**src/rtl/preg_free_list.sv**
```systemverilog
// Physical-register free list: circular FIFO of renameable IDs, one allocation and two releases per cycle.
// Optional FREELIST_BYPASS_EN: when the list is empty, an allocation is served directly from release port 0.
module preg_free_list #(
    parameter int NUM_FREE  = 32,
    parameter int PREG_W    = 6,
    parameter int PREG_BASE = 32
) (
    input  logic              clk,
    input  logic              rstn,
    input  logic              alloc_req,
    output logic              alloc_gnt,
    output logic [PREG_W-1:0] alloc_preg,
    input  logic [1:0]        rel_valid,
    input  logic [PREG_W-1:0] rel_preg0,
    input  logic [PREG_W-1:0] rel_preg1,
    output logic [PREG_W-1:0] free_cnt,
    output logic              stall,
    output logic              ovf_err
);

    localparam int PTR_W = (NUM_FREE > 1) ? $clog2(NUM_FREE) : 1;

    logic [PREG_W-1:0] mem [NUM_FREE];
    logic [PTR_W-1:0]  head, tail, tail1, tail_next;
    logic [PREG_W-1:0] count, count_next;
    logic              ovf_q;

    logic              nonempty, legal0, legal1, bypass, fifo_gnt;
    logic              acc0, acc1, rel_err;
    logic [PREG_W:0]   space;

    function automatic logic [PTR_W-1:0] ptr_inc(input logic [PTR_W-1:0] p);
        if (p == PTR_W'(NUM_FREE - 1)) return '0;
        return p + PTR_W'(1);
    endfunction

    assign nonempty = (count != '0);
    assign legal0   = rel_valid[0] && (rel_preg0 >= PREG_W'(PREG_BASE));
    assign legal1   = rel_valid[1] && (rel_preg1 >= PREG_W'(PREG_BASE));

`ifdef FREELIST_BYPASS_EN
    assign bypass = rstn && alloc_req && !nonempty && legal0;
`else
    assign bypass = 1'b0;
`endif

    assign fifo_gnt   = rstn && alloc_req && nonempty;
    assign alloc_gnt  = fifo_gnt || bypass;
    assign alloc_preg = bypass ? rel_preg0 : (nonempty ? mem[head] : '0);
    assign stall      = rstn && !nonempty && !bypass;
    assign free_cnt   = count;
    assign ovf_err    = ovf_q;

    // NOTE: every always_comb output gets a default first so no latch is inferred.
    always_comb begin
        acc0       = 1'b0;
        acc1       = 1'b0;
        rel_err    = 1'b0;
        // Slots usable this cycle: the one being popped by a grant is reusable immediately.
        space      = (PREG_W + 1)'(NUM_FREE) - {1'b0, count} + {{PREG_W{1'b0}}, fifo_gnt};
        acc0       = legal0 && !bypass && (space != '0);
        acc1       = legal1 && (acc0 ? (space >= (PREG_W + 1)'(2)) : (space != '0));
        rel_err    = (rel_valid[0] && !legal0) || (rel_valid[1] && !legal1) ||
                     (legal0 && !bypass && !acc0) || (legal1 && !acc1);
        tail1      = acc0 ? ptr_inc(tail) : tail;
        tail_next  = acc1 ? ptr_inc(tail1) : tail1;
        count_next = count - PREG_W'(fifo_gnt) + PREG_W'(acc0) + PREG_W'(acc1);
    end

    // NOTE: the storage array is reset on purpose -- the free list must start populated with every renameable ID.
    always_ff @(posedge clk) begin
        if (!rstn) begin
            for (int i = 0; i < NUM_FREE; i++) mem[i] <= PREG_W'(PREG_BASE + i);
            head  <= '0;
            tail  <= '0;
            count <= PREG_W'(NUM_FREE);
            ovf_q <= 1'b0;
        end else begin
            // NOTE: non-blocking assignments so every register samples pre-edge values.
            if (acc0) mem[tail]  <= rel_preg0;
            if (acc1) mem[tail1] <= rel_preg1;
            if (fifo_gnt) head   <= ptr_inc(head);
            tail  <= tail_next;
            count <= count_next;
            if (rel_err) ovf_q <= 1'b1;
        end
    end

endmodule

```
**config.mk**
```make
export PLATFORM = sky130hd
export DESIGN_NAME = preg_free_list
export DESIGN_NICKNAME = d
export VERILOG_FILES = /design/src/rtl/preg_free_list.sv
export SDC_FILE = /design/constraint.sdc
export NUM_CORES = 1
export LEC_CHECK = 0
export CAP_MARGIN = 20
export CORE_MARGIN = 5
export CORE_UTILIZATION = 65
export CTS_CLUSTER_SIZE = 24
export DETAILED_ROUTE_END_ITERATION = 10
export PLACE_DENSITY = 0.83
export SYNTH_ARGS = -nofsm -noshare
export SYNTH_HDL_FRONTEND = slang
export SYNTH_SLANG_ARGS = --single-unit
```
**constraint.sdc**
```tcl
create_clock -name clk -period 11.9 [get_ports clk]
set_input_delay 2.38 -clock clk [delete_from_list [all_inputs] [get_ports clk]]
set_output_delay 2.38 -clock clk [all_outputs]
set_load 0.05 [all_outputs]
```
==> impl_metrics.yaml <==
synthesis:
  synth_edf_count: 192
  ys_types: 62
  syn_avg_cell_area_um2: 12.2
  synth_area_leaders: "edfxtp_1 47%, mux4_2 11%, mux2_2 7.3%"
  yosysSeqAreaShare_pct: 51.0
  synth_common_cells: "192 x edfxtp_1, 126 x nor2_1, 79 x mux2_2"
  synth_largest_area_cell: "edfxtp_1"
  yosysMostFrequentCell: "edfxtp_1"
  synthCells: 997
  ys_async_sr_fraction_pct: 0
  synth_top_area_share_pct: 47.4
  yosys_warnings: 0
  ys_ff_latch: 214
  syn_area_um2: 12200
  synth_ff_type: "edfxtp_1"
die:
  start_util_pct: 65.4
  die_w_um: 147
  ioPinCount: 32
  core_area_um2: 18600
  die_y_um: 147
  die_area_um2: 21500
  rows: 50
min_path:
  holdPathEnd: "ovf_err"
  min_from: "ovf_err"
  whs_path_depth: 2
  hold_path.class: "reg2reg"
grt:
  overflow: 0
  grt_pass1_wl_mm: 53.7
  antenna_found_initial: 0
  track_usage_pct: 33.0
  grt_max_degree: 61
  grt_pass1_vias: 8719
outcome:
  status: "complete, no violations"
drt:
  wl_per_cell_um: 28.5
  firstDrtPassIters: 9
  drcViolationCount: 0
  antenna_left: 0
  drtIter0Drc: 1711
  wirelength_mm: 36.0
  viasPerCell: 7.35
  vias: 9292
power:
  netSwitchingFraction_pct: 30.2
  seqPwrFrac_pct: 41.7
  power.switching_uw: 640
  vdd_ir_drop_max_mv: 0.145
  p_leak_nw: 4.17
  p_clk_share_pct: 35.8
  internal-power_mw: 1.48
  power_frac_comb_pct: 22.5
  power.density_nw_per_um2: 158
timing:
  max_slew_margin_pct: 24.2
  setup_tns_ns: 0
  fmax_mhz: 127
  drv_slew: 0
  finClkSkew_ns: 0.0223
  hold_violations: 0
  tightestPinTransition_ns: 1.13
  rsz0062_at_grt: "no"
  finalSetupViolCount: 0
  period_share_pct: 66.1
  fin_crit_ns: 7.87
setup_path:
  r2r_start: "free_cnt[3]"
  worstPathRequired_ns: 12.05
  endpoint_kind: "register"
  worst-setup-path-type: "in2reg"
  regToRegEndpoint: "mem[3][2]"
  startpoint_type: "primary input"
  rr_worst_depth: 21
  arrival_ns: 8.01
  rrSetupSlack_ns: 5.42
  path_max_fanout: 60
clock_network:
  cts_resized: 0
  post_cts_buffers: 0
  insertion_delay_ns: 0.54
  cts_tree: "built"
  cts.sink_count: 214
  htree_levels: 1
  clk_pin_slew_ns: 0.06
  clock_path_buffers: 3
  cts_buffers: 23
  cts_root_buf: "clkbuf_16"
  holdBufCountCts: 0
finish:
  drive_gt1_share_pct: 21.1
  nNetsFinal: 1057
  area_growth_pct: 10.5
  final_area_um2: 13400
  antenna-diode-count: 0
  n_fill_cell: 1236
place:
  routabilityCongestion: 1.01
  dpl-instance-area_um2: 12600
  dp_hpwl_mm: 24.3
  io_buffers: 31
flow_run:
  drv_cap: 0
-- power by group through the flow --
stage / Sequential, mW / Combinational (mW) / Clock, mW
2_1_floorplan: 0.912 / 0.314 / 0
3_3_place_gp: 0.911 / 0.436 / 0
3_5_place_dp: 0.912 / 0.449 / 0
4_1_cts: 0.897 / 0.453 / 0.751
5_1_grt: 0.887 / 0.506 / 0.790
6_report: 0.883 / 0.476 / 0.758
-- registers in the layout (all words and copies together), names as in the netlist, named ones only --
| signal | flops |
|---|---|
| mem | 192 |
| free_cnt | 6 |
| head | 5 |
| tail | 5 |
| ovf_err | 1 |
-- routing by layer --
layer | GRT usage, % | vias up | share of wire [%] | routed length, um
li1 | - | 3876 | - | -
met1 | 45.9 | 4420 | 36 | 12900
met2 | 49.2 | 830 | 44 | 15900
met3 | 9.93 | 166 | 15 | 5310
met4 | 13.2 | 0 | 5.2 | 1890
met5 | 0 | - | 0 | 0
-- worst max-delay path, cell delays in order --
cell,delay (ns)
buf_2,0.08
buf_4,0.55
inv_2,0.30
or2_2,0.40
ha_1,0.20
inv_1,0.06
ha_1,0.22
and3b_4,0.24
o21a_1,0.14
and4_1,0.74
o21ai_0,0.22
o31a_1,0.19
inv_1,0.15
ha_1,0.23
nand2_1,0.11
a211oi_1,0.56
nand3_1,0.41
o221ai_1,0.80
-- worst max path at each step --
stage | start | end | slack [ns] | depth (start not counted)
finish | rstn | mem[3][2] | 4.03 | 18
global route | rstn | mem[3][2] | 3.80 | 18
CTS | rstn | mem[19][4] | 4.30 | 18
detailed placement | rstn | mem[19][5] | 3.81 | 18
global placement | rstn | mem[3][5] | 3.98 | 18
floorplan | rstn | stall | 5.21 | 3
-- final cells by class --
type	count	area (um^2)	share of cell area, %
sequential	214	6210	46.2
clock buffer	29	638	4.75
multi-input combinational	710	5650	42.0
clock inverter	13	151	1.13
timing repair buffer	44	423	3.15
tap	234	293	2.18
inverter	20	75.1	0.559
-- layout by cell type (no fill, tap or decap), drive strengths merged, types with 22 or more instances in the layout --
master	instances
nand3	36
a31oi	48
ha	25
mux2	82
nand2	49
o211ai	24
nor3	61
clkbuf	29
nor2	126
conb	32
edfxtp	192
clkdlybuf4s50	30
dfxtp	22
mux4	60
-- through the flow --
stage	power, mW	util, %	cells	hold slack [ns]	worst slack [ns]
floorplan	1.23	-	1028	0.466	5.21
global placement	1.35	67.9	1221	0.479	3.98
detailed placement	1.36	67.9	1221	0.477	3.81
CTS	2.10	72.2	1263	0.496	4.30
global route	2.18	72.3	1264	0.511	3.80
finish	2.12	72.3	1264	0.493	4.03
-- logic make-up (layout without fill, tap and decap cells) --
kind of cell	after synthesis	in the layout	synth area share, %
adder cells (fa/ha/maj)	27	27	2.90
AND/OR/NAND/NOR	344	344	13.6
flip-flops	214	214	51.0
other	1	32	0.0308
buffers and inverters	104	106	3.46
multiplexers	152	152	19.5
XOR/XNOR	7	7	0.504
AO/OA/AOI/OAI	148	148	8.90
No activity file was read; power rests on OpenSTA's default activity.
